## config.mk

```make
export PLATFORM = sky130hd
export DESIGN_NAME = redmule_w_row_feeder
export DESIGN_NICKNAME = d
export VERILOG_FILES = /design/src/rtl/redmule_w_row_feeder.sv
export SDC_FILE = /design/constraint.sdc
export NUM_CORES = 1
export LEC_CHECK = 0
export CAP_MARGIN = 10
export CELL_PAD_IN_SITES_DETAIL_PLACEMENT = 1
export CELL_PAD_IN_SITES_GLOBAL_PLACEMENT = 2
export CORE_ASPECT_RATIO = 1.25
export CORE_UTILIZATION = 39
export CTS_BUF_LIST = sky130_fd_sc_hd__clkbuf_4 sky130_fd_sc_hd__clkbuf_8
export DETAILED_ROUTE_END_ITERATION = 8
export PLACE_DENSITY_LB_ADDON = 0.1
export SKIP_LAST_GASP = 1
export SYNTH_ARGS = -nofsm -noshare
export SYNTH_HDL_FRONTEND = slang
export SYNTH_SLANG_ARGS = --single-unit
```

## constraint.sdc

```tcl
create_clock -name clk_i -period 49.8 [get_ports clk_i]
set_input_delay 7.47 -clock clk_i [delete_from_list [all_inputs] [get_ports clk_i]]
set_output_delay 7.47 -clock clk_i [all_outputs]
set_load 0.1 [all_outputs]
```

## src/rtl/redmule_w_row_feeder.sv

```systemverilog
// -----------------------------------------------------------------------------
// redmule_w_row_feeder
//
// Upstream stage of the W buffer. Rows (or scale vectors in quantized mode)
// arrive from the streamer over a valid/ready handshake and are queued in a
// small FIFO. Each time the W buffer asks for a load, the head row is issued
// together with its quantization group index. The block counts accepted and
// loaded rows and pulses done_o once the final row of the job has gone out.
//
// Ports:
//   clk_i, rst_i       clock, synchronous active-high reset
//   clear_i            synchronous soft clear (same effect as rst_i)
//   start_i            one-cycle pulse, latches config and starts a job
//   n_rows_i           rows in the job (sampled at start_i)
//   group_size_i       rows per quant group (sampled at start_i, 0 -> 1)
//   dequant_i          quantized mode (sampled at start_i)
//   in_valid_i/in_ready_o/in_data_i   streamer row handshake
//   buf_ready_i        W buffer requests a load this cycle
//   load_o, w_data_o   load strobe and row data to the W buffer
//   gidx_o             group index accompanying the current load
//   dequant_o          latched quantized mode
//   busy_o             job active (RUN or DONE)
//   done_o             one-cycle pulse after the last row is loaded
// -----------------------------------------------------------------------------
module redmule_w_row_feeder #(
    parameter int unsigned DW        = 288,
    parameter int unsigned DEPTH     = 2,
    parameter int unsigned GID_WIDTH = 8,
    parameter int unsigned CNT_W     = 16,
    localparam int unsigned GW       = (GID_WIDTH > 1) ? $clog2(GID_WIDTH) : 1
) (
    input  logic             clk_i,
    input  logic             rst_i,
    input  logic             clear_i,
    input  logic             start_i,
    input  logic [CNT_W-1:0] n_rows_i,
    input  logic [7:0]       group_size_i,
    input  logic             dequant_i,
    input  logic             in_valid_i,
    output logic             in_ready_o,
    input  logic [DW-1:0]    in_data_i,
    input  logic             buf_ready_i,
    output logic             load_o,
    output logic [DW-1:0]    w_data_o,
    output logic [GW-1:0]    gidx_o,
    output logic             dequant_o,
    output logic             busy_o,
    output logic             done_o
);

    localparam int unsigned PW = (DEPTH > 1) ? $clog2(DEPTH) : 1;

    typedef enum logic [1:0] {
        IDLE = 2'd0,
        RUN  = 2'd1,
        DONE = 2'd2
    } state_t;

    state_t            state;
    logic [CNT_W-1:0]  n_rows_q;
    logic [7:0]        gs_q;
    logic              dequant_q;
    logic [CNT_W-1:0]  accepted_cnt;
    logic [CNT_W-1:0]  loaded_cnt;
    logic [7:0]        grp_cnt;
    logic [GW-1:0]     gidx_q;

    logic [DW-1:0]     mem [DEPTH];
    logic [PW-1:0]     wr_ptr;
    logic [PW-1:0]     rd_ptr;
    logic [PW:0]       fifo_cnt;

    logic              fifo_full;
    logic              fifo_empty;
    logic              push;
    logic              pop;

    assign fifo_full  = (fifo_cnt == (PW+1)'(DEPTH));
    assign fifo_empty = (fifo_cnt == '0);

    // No ready bypass: a full FIFO refuses a row even if a pop happens in the
    // same cycle, which keeps in_ready_o independent of buf_ready_i.
    assign in_ready_o = (state == RUN) && !fifo_full && (accepted_cnt < n_rows_q);
    assign load_o     = (state == RUN) && !fifo_empty && buf_ready_i;

    assign push = in_valid_i && in_ready_o;
    assign pop  = load_o;

    assign w_data_o  = mem[rd_ptr];
    assign gidx_o    = gidx_q;
    assign dequant_o = dequant_q;
    assign busy_o    = (state != IDLE);
    assign done_o    = (state == DONE);

    // Row storage carries no reset; only the pointers define what is valid.
    always_ff @(posedge clk_i) begin
        if (push) begin
            mem[wr_ptr] <= in_data_i;
        end
    end

    // Job control, FIFO bookkeeping, progress counters and group indexing.
    always_ff @(posedge clk_i) begin
        if (rst_i || clear_i) begin
            state        <= IDLE;
            n_rows_q     <= '0;
            gs_q         <= 8'd1;
            dequant_q    <= 1'b0;
            accepted_cnt <= '0;
            loaded_cnt   <= '0;
            grp_cnt      <= '0;
            gidx_q       <= '0;
            wr_ptr       <= '0;
            rd_ptr       <= '0;
            fifo_cnt     <= '0;
        end else begin
            case (state)
                IDLE: begin
                    if (start_i) begin
                        n_rows_q     <= n_rows_i;
                        gs_q         <= (group_size_i == 8'd0) ? 8'd1 : group_size_i;
                        dequant_q    <= dequant_i;
                        accepted_cnt <= '0;
                        loaded_cnt   <= '0;
                        grp_cnt      <= '0;
                        gidx_q       <= '0;
                        state        <= (n_rows_i == '0) ? DONE : RUN;
                    end
                end

                RUN: begin
                    if (push) begin
                        wr_ptr       <= wr_ptr + PW'(1);
                        accepted_cnt <= accepted_cnt + CNT_W'(1);
                    end
                    if (pop) begin
                        rd_ptr     <= rd_ptr + PW'(1);
                        loaded_cnt <= loaded_cnt + CNT_W'(1);
                    end
                    case ({push, pop})
                        2'b10:   fifo_cnt <= fifo_cnt + (PW+1)'(1);
                        2'b01:   fifo_cnt <= fifo_cnt - (PW+1)'(1);
                        default: fifo_cnt <= fifo_cnt;
                    endcase

                    // gidx_q tags the load in flight, so it only advances
                    // after the last row of a group has been issued.
                    if (pop && dequant_q) begin
                        if (grp_cnt == gs_q - 8'd1) begin
                            grp_cnt <= '0;
                            if (gidx_q == GW'(GID_WIDTH - 1)) begin
                                gidx_q <= '0;
                            end else begin
                                gidx_q <= gidx_q + GW'(1);
                            end
                        end else begin
                            grp_cnt <= grp_cnt + 8'd1;
                        end
                    end

                    if (pop && (loaded_cnt == n_rows_q - CNT_W'(1))) begin
                        state <= DONE;
                    end
                end

                DONE: begin
                    state <= IDLE;
                end

                default: begin
                    state <= IDLE;
                end
            endcase
        end
    end

endmodule

```

==> flow_metrics.env <==
export IMPL_cp_start_kind="input pin"
export IMPL_cts_resized_gates=0
export IMPL_die_h_um=285
export IMPL_synth_mux_area_fraction_pct=13.2
export IMPL_grt_max_degree=82
export IMPL_cp_slowest_stage_delay_ns=1.28
export IMPL_cp_max_fo=6
export IMPL_outcome="finished, final reports clean"
export IMPL_arrival_ns=9.85
export IMPL_setup_violations=0
export IMPL_synthAdderAreaFrac_pct=1.15
export IMPL_dp_slack_ns=32.45
export IMPL_synth_edff_count=576
export IMPL_cts_sinks=651
export IMPL_syn_area_um2=25000
export IMPL_h_tree_depth=3
export IMPL_coreArea_um2=63300
export IMPL_track_usage_pct=22.3
export IMPL_yosys_area_share_simple_pct=4.80
export IMPL_worst_slew_pin_slew_ns=1.19
export IMPL_cts_path_max_buffers=3
export IMPL_cp_depth=4
export IMPL_synth_top_cell_area_share_pct=69.1
export IMPL_startpoint="buf_ready_i"
export IMPL_synth_top_area_cell="edfxtp_1"
export IMPL_remaining_drc_errors=0
export IMPL_pwr_density_cell_nw_per_um2=34.2
export IMPL_dp_hpwl_um=52800
export IMPL_initial_core_util_pct=39.6
export IMPL_syn2layout_area_growth_pct=37.0
export IMPL_timing_critical_path_mode_cell="clkdlybuf4s50_1"
export IMPL_numCtsBuffers=104
export IMPL_wl_per_cell_um=24.1
export IMPL_syn_num_nets=1782
export IMPL_crit_path_end_kind="output port"
export IMPL_antenna_found_initial=31
export IMPL_yosysWarningCount=0
export IMPL_ys_ff_latch=651
export IMPL_io_pins=615
export IMPL_grt_pass1_vias=16155
export IMPL_worstPathBufferInverterCount=2
export IMPL_leakage_uw=0.0114
export IMPL_synth_compound_area_share_pct=2.51
export IMPL_hold_viol=0
export IMPL_finalNetCount=2458
export IMPL_cts_tree="done"
export IMPL_setup_slack_ns=32.48
export IMPL_fill_cells=6076
export IMPL_crit_chain="clkdlybuf4s50_1 > o21ai_0 > nor2_1 > clkdlybuf4s50_1"
export IMPL_finalClockSkew_ns=0.0412
export IMPL_setup_tns_ns=0
export IMPL_synth_cell_type_count=60
export IMPL_synth_top_family_by_area="multiplexers"
export IMPL_die_x_um=229
export IMPL_die_area_um2=65200
export IMPL_synthTopCellsByArea="edfxtp_1 69%, mux2_2 13%, dfxtp_1 6.0%, ha_1 1.1%, xor2_1 1.1%"
export IMPL_critPathKind="in2out"
export IMPL_dr_pass1_iters=4
export IMPL_endpoint="load_o"
export IMPL_max_cap_viol_count=0
export IMPL_syn_area_per_cell_um2=17.4
export IMPL_fin_crit_ns=17.32
export IMPL_max_freq_mhz=57.7
export IMPL_maxSlewHeadroom_pct=20.6
export IMPL_portBuffers=614
export IMPL_rsz0062_at_grt="no"
export IMPL_ys_seq_area_share_pct=75.1
export IMPL_rr_startpoint="n_rows_q[9]"
export IMPL_synth_xor_area_share_pct=1.92
export IMPL_clk_latency_ns=0.69
export IMPL_slowest_stage="clkdlybuf4s50_1"
export IMPL_viasPerCell=4.97
export IMPL_clk_pin_slew_worst_paths_ns=0.05
export IMPL_critPathRequiredTime_ns=42.33
export IMPL_r2r_end="mem[1][230]"
export IMPL_hp_class="reg2reg"
export IMPL_rr_worst_depth=10
export IMPL_gp_congestion=0.819
export IMPL_ctsRootBufferMaster="clkbuf_8"
export IMPL_ant_nets=0
export IMPL_hold_buffers=0
export IMPL_drv_slew=0
export IMPL_synth_flop_cell="edfxtp_1"
export IMPL_netlist_instances=1440
export IMPL_grt_overflow_total=0
export IMPL_drt_wl_total_um=73700
export IMPL_vdd_ir_drop_max_mv=0.0197
export IMPL_post_cts_buffers=0
export IMPL_reg2reg_slack_ns=44.00
export IMPL_fin_crit_sh_pct=34.8
export IMPL_crit_family="buffers and inverters"
export IMPL_synth_async_reset_ratio_pct=0
export IMPL_drive_gt1_share_pct=22.5
export IMPL_vias=15210
export IMPL_rows=103
export IMPL_grt_pass1_wl_um=107000
export IMPL_drt_iter0_drc=664
## sequential cells by signal, indices dropped and copies added, names as in the netlist, 2 cells and up, named ones only
signal	flops
mem	576
grp_cnt	8
state	2
gs_q	8
accepted_cnt	16
loaded_cnt	16
gidx_o	3
fifo_cnt	2
n_rows_q	16
## per-layer routing
metal	up-vias	part of all wire (%)	global-route usage, %
li1	6916	-	-
met1	7667	35	22.6
met2	443	54	41.0
met3	154	7.8	7.94
met4	30	3.2	9.55
met5	-	0.23	0
## metrics by stage
step / hold slack, ns / power [uW] / instances / utilization, % / instance area, um^2
after floorplan: 0.450 / 673 / 1440 / - / 25000
after global placement: 0.469 / 713 / 2850 / 50.7 / 32100
after detailed placement: 0.473 / 716 / 2850 / 50.7 / 32100
after CTS: 0.482 / 1190 / 3045 / 54.1 / 34300
after global routing: 0.529 / 1210 / 3058 / 54.2 / 34300
final: 0.473 / 1170 / 3061 / 54.2 / 34300
## worst register-to-register path, cell delays in order, from the launching register on
cell and delay, ns:
dfxtp_1 0.56, inv_1 0.09, ha_1 0.34, a21o_1 0.19
a21o_1 0.17, a21oi_1 0.17, a2bb2oi_1 0.61, nand2_2 0.52
nor2_4 0.98, buf_4 0.77, buf_4 0.99
## how the worst min path moves through the flow
stage | startpoint | endpoint | slack (ns) | cells past startpoint
detailed placement | gs_q[7] | gs_q[7] | 0.47 | 2
global route | gs_q[7] | gs_q[7] | 0.53 | 2
CTS | gs_q[7] | gs_q[7] | 0.48 | 2
floorplan | gs_q[7] | gs_q[7] | 0.45 | 2
global placement | gs_q[7] | gs_q[7] | 0.47 | 2
finish | gs_q[7] | gs_q[7] | 0.47 | 2
## logic make-up (layout without fill, tap and decap cells)
kind of cell             Yosys count  in the layout
multiplexers                     294            294
XOR/XNOR                          55             55
other                              0             16
buffers and inverters             83            848
AO/OA/AOI/OAI                    101            101
adder cells (fa/ha/maj)           23             23
flip-flops                       651            651
AND/OR/NAND/NOR                  233            233
## cells in the mapped netlist, drive strengths merged (3+ instances only)
cell type  count
inv           25
xnor2         23
nand3         17
or2            4
mux2i          5
a22oi          3
nand2         73
o21ai         20
dfxtp         75
a21oi         45
edfxtp       576
or3b           3
buf           11
nand2b         3
or4            9
o31ai          7
nor3          12
or3           11
nor4           9
nor2          53
a32oi          3
clkbuf        47
xor2          32
ha            23
a21o           6
nand4         19
and4           3
nor2b          3
mux2         289
and3           7
## power by group
part | internal, uW | switching [uW] | leakage, uW | total [uW]
Clock | 257 | 213 | 0.00113 | 470
Sequential | 601 | 2.47 | 0.00580 | 604
Combinational | 38.3 | 61.7 | 0.00447 | 100
Total | 897 | 277 | 0.0114 | 1170
## area by class of cell
cell class | count | area, um^2 | share of cell area [%]
Inverter | 25 | 93.8 | 0.274
Antenna cell | 16 | 40.0 | 0.117
Clock inverter | 55 | 422 | 1.23
Clock buffer | 140 | 1730 | 5.03
Multi-Input combinational cell | 706 | 5920 | 17.3
Timing Repair Buffer | 628 | 6240 | 18.2
Tap cell | 840 | 1050 | 3.06
Sequential cell | 651 | 18800 | 54.8
## layout by cell type (no fill, tap or decap), types with 17 or more instances in the layout
| cell type | instances |
|---|---|
| mux2_2 | 289 |
| o21ai_0 | 18 |
| nand4_1 | 19 |
| inv_1 | 25 |
| nand2_1 | 72 |
| a21oi_1 | 45 |
| nor2_1 | 50 |
| ha_1 | 23 |
| xnor2_1 | 23 |
| buf_4 | 19 |
| dfxtp_1 | 74 |
| clkbuf_8 | 108 |
| nand3_1 | 17 |
| edfxtp_1 | 576 |
| clkinv_1 | 30 |
| xor2_1 | 32 |
| clkbuf_4 | 32 |
| clkdlybuf4s50_1 | 609 |
No activity file was read; power rests on OpenSTA's default activity.
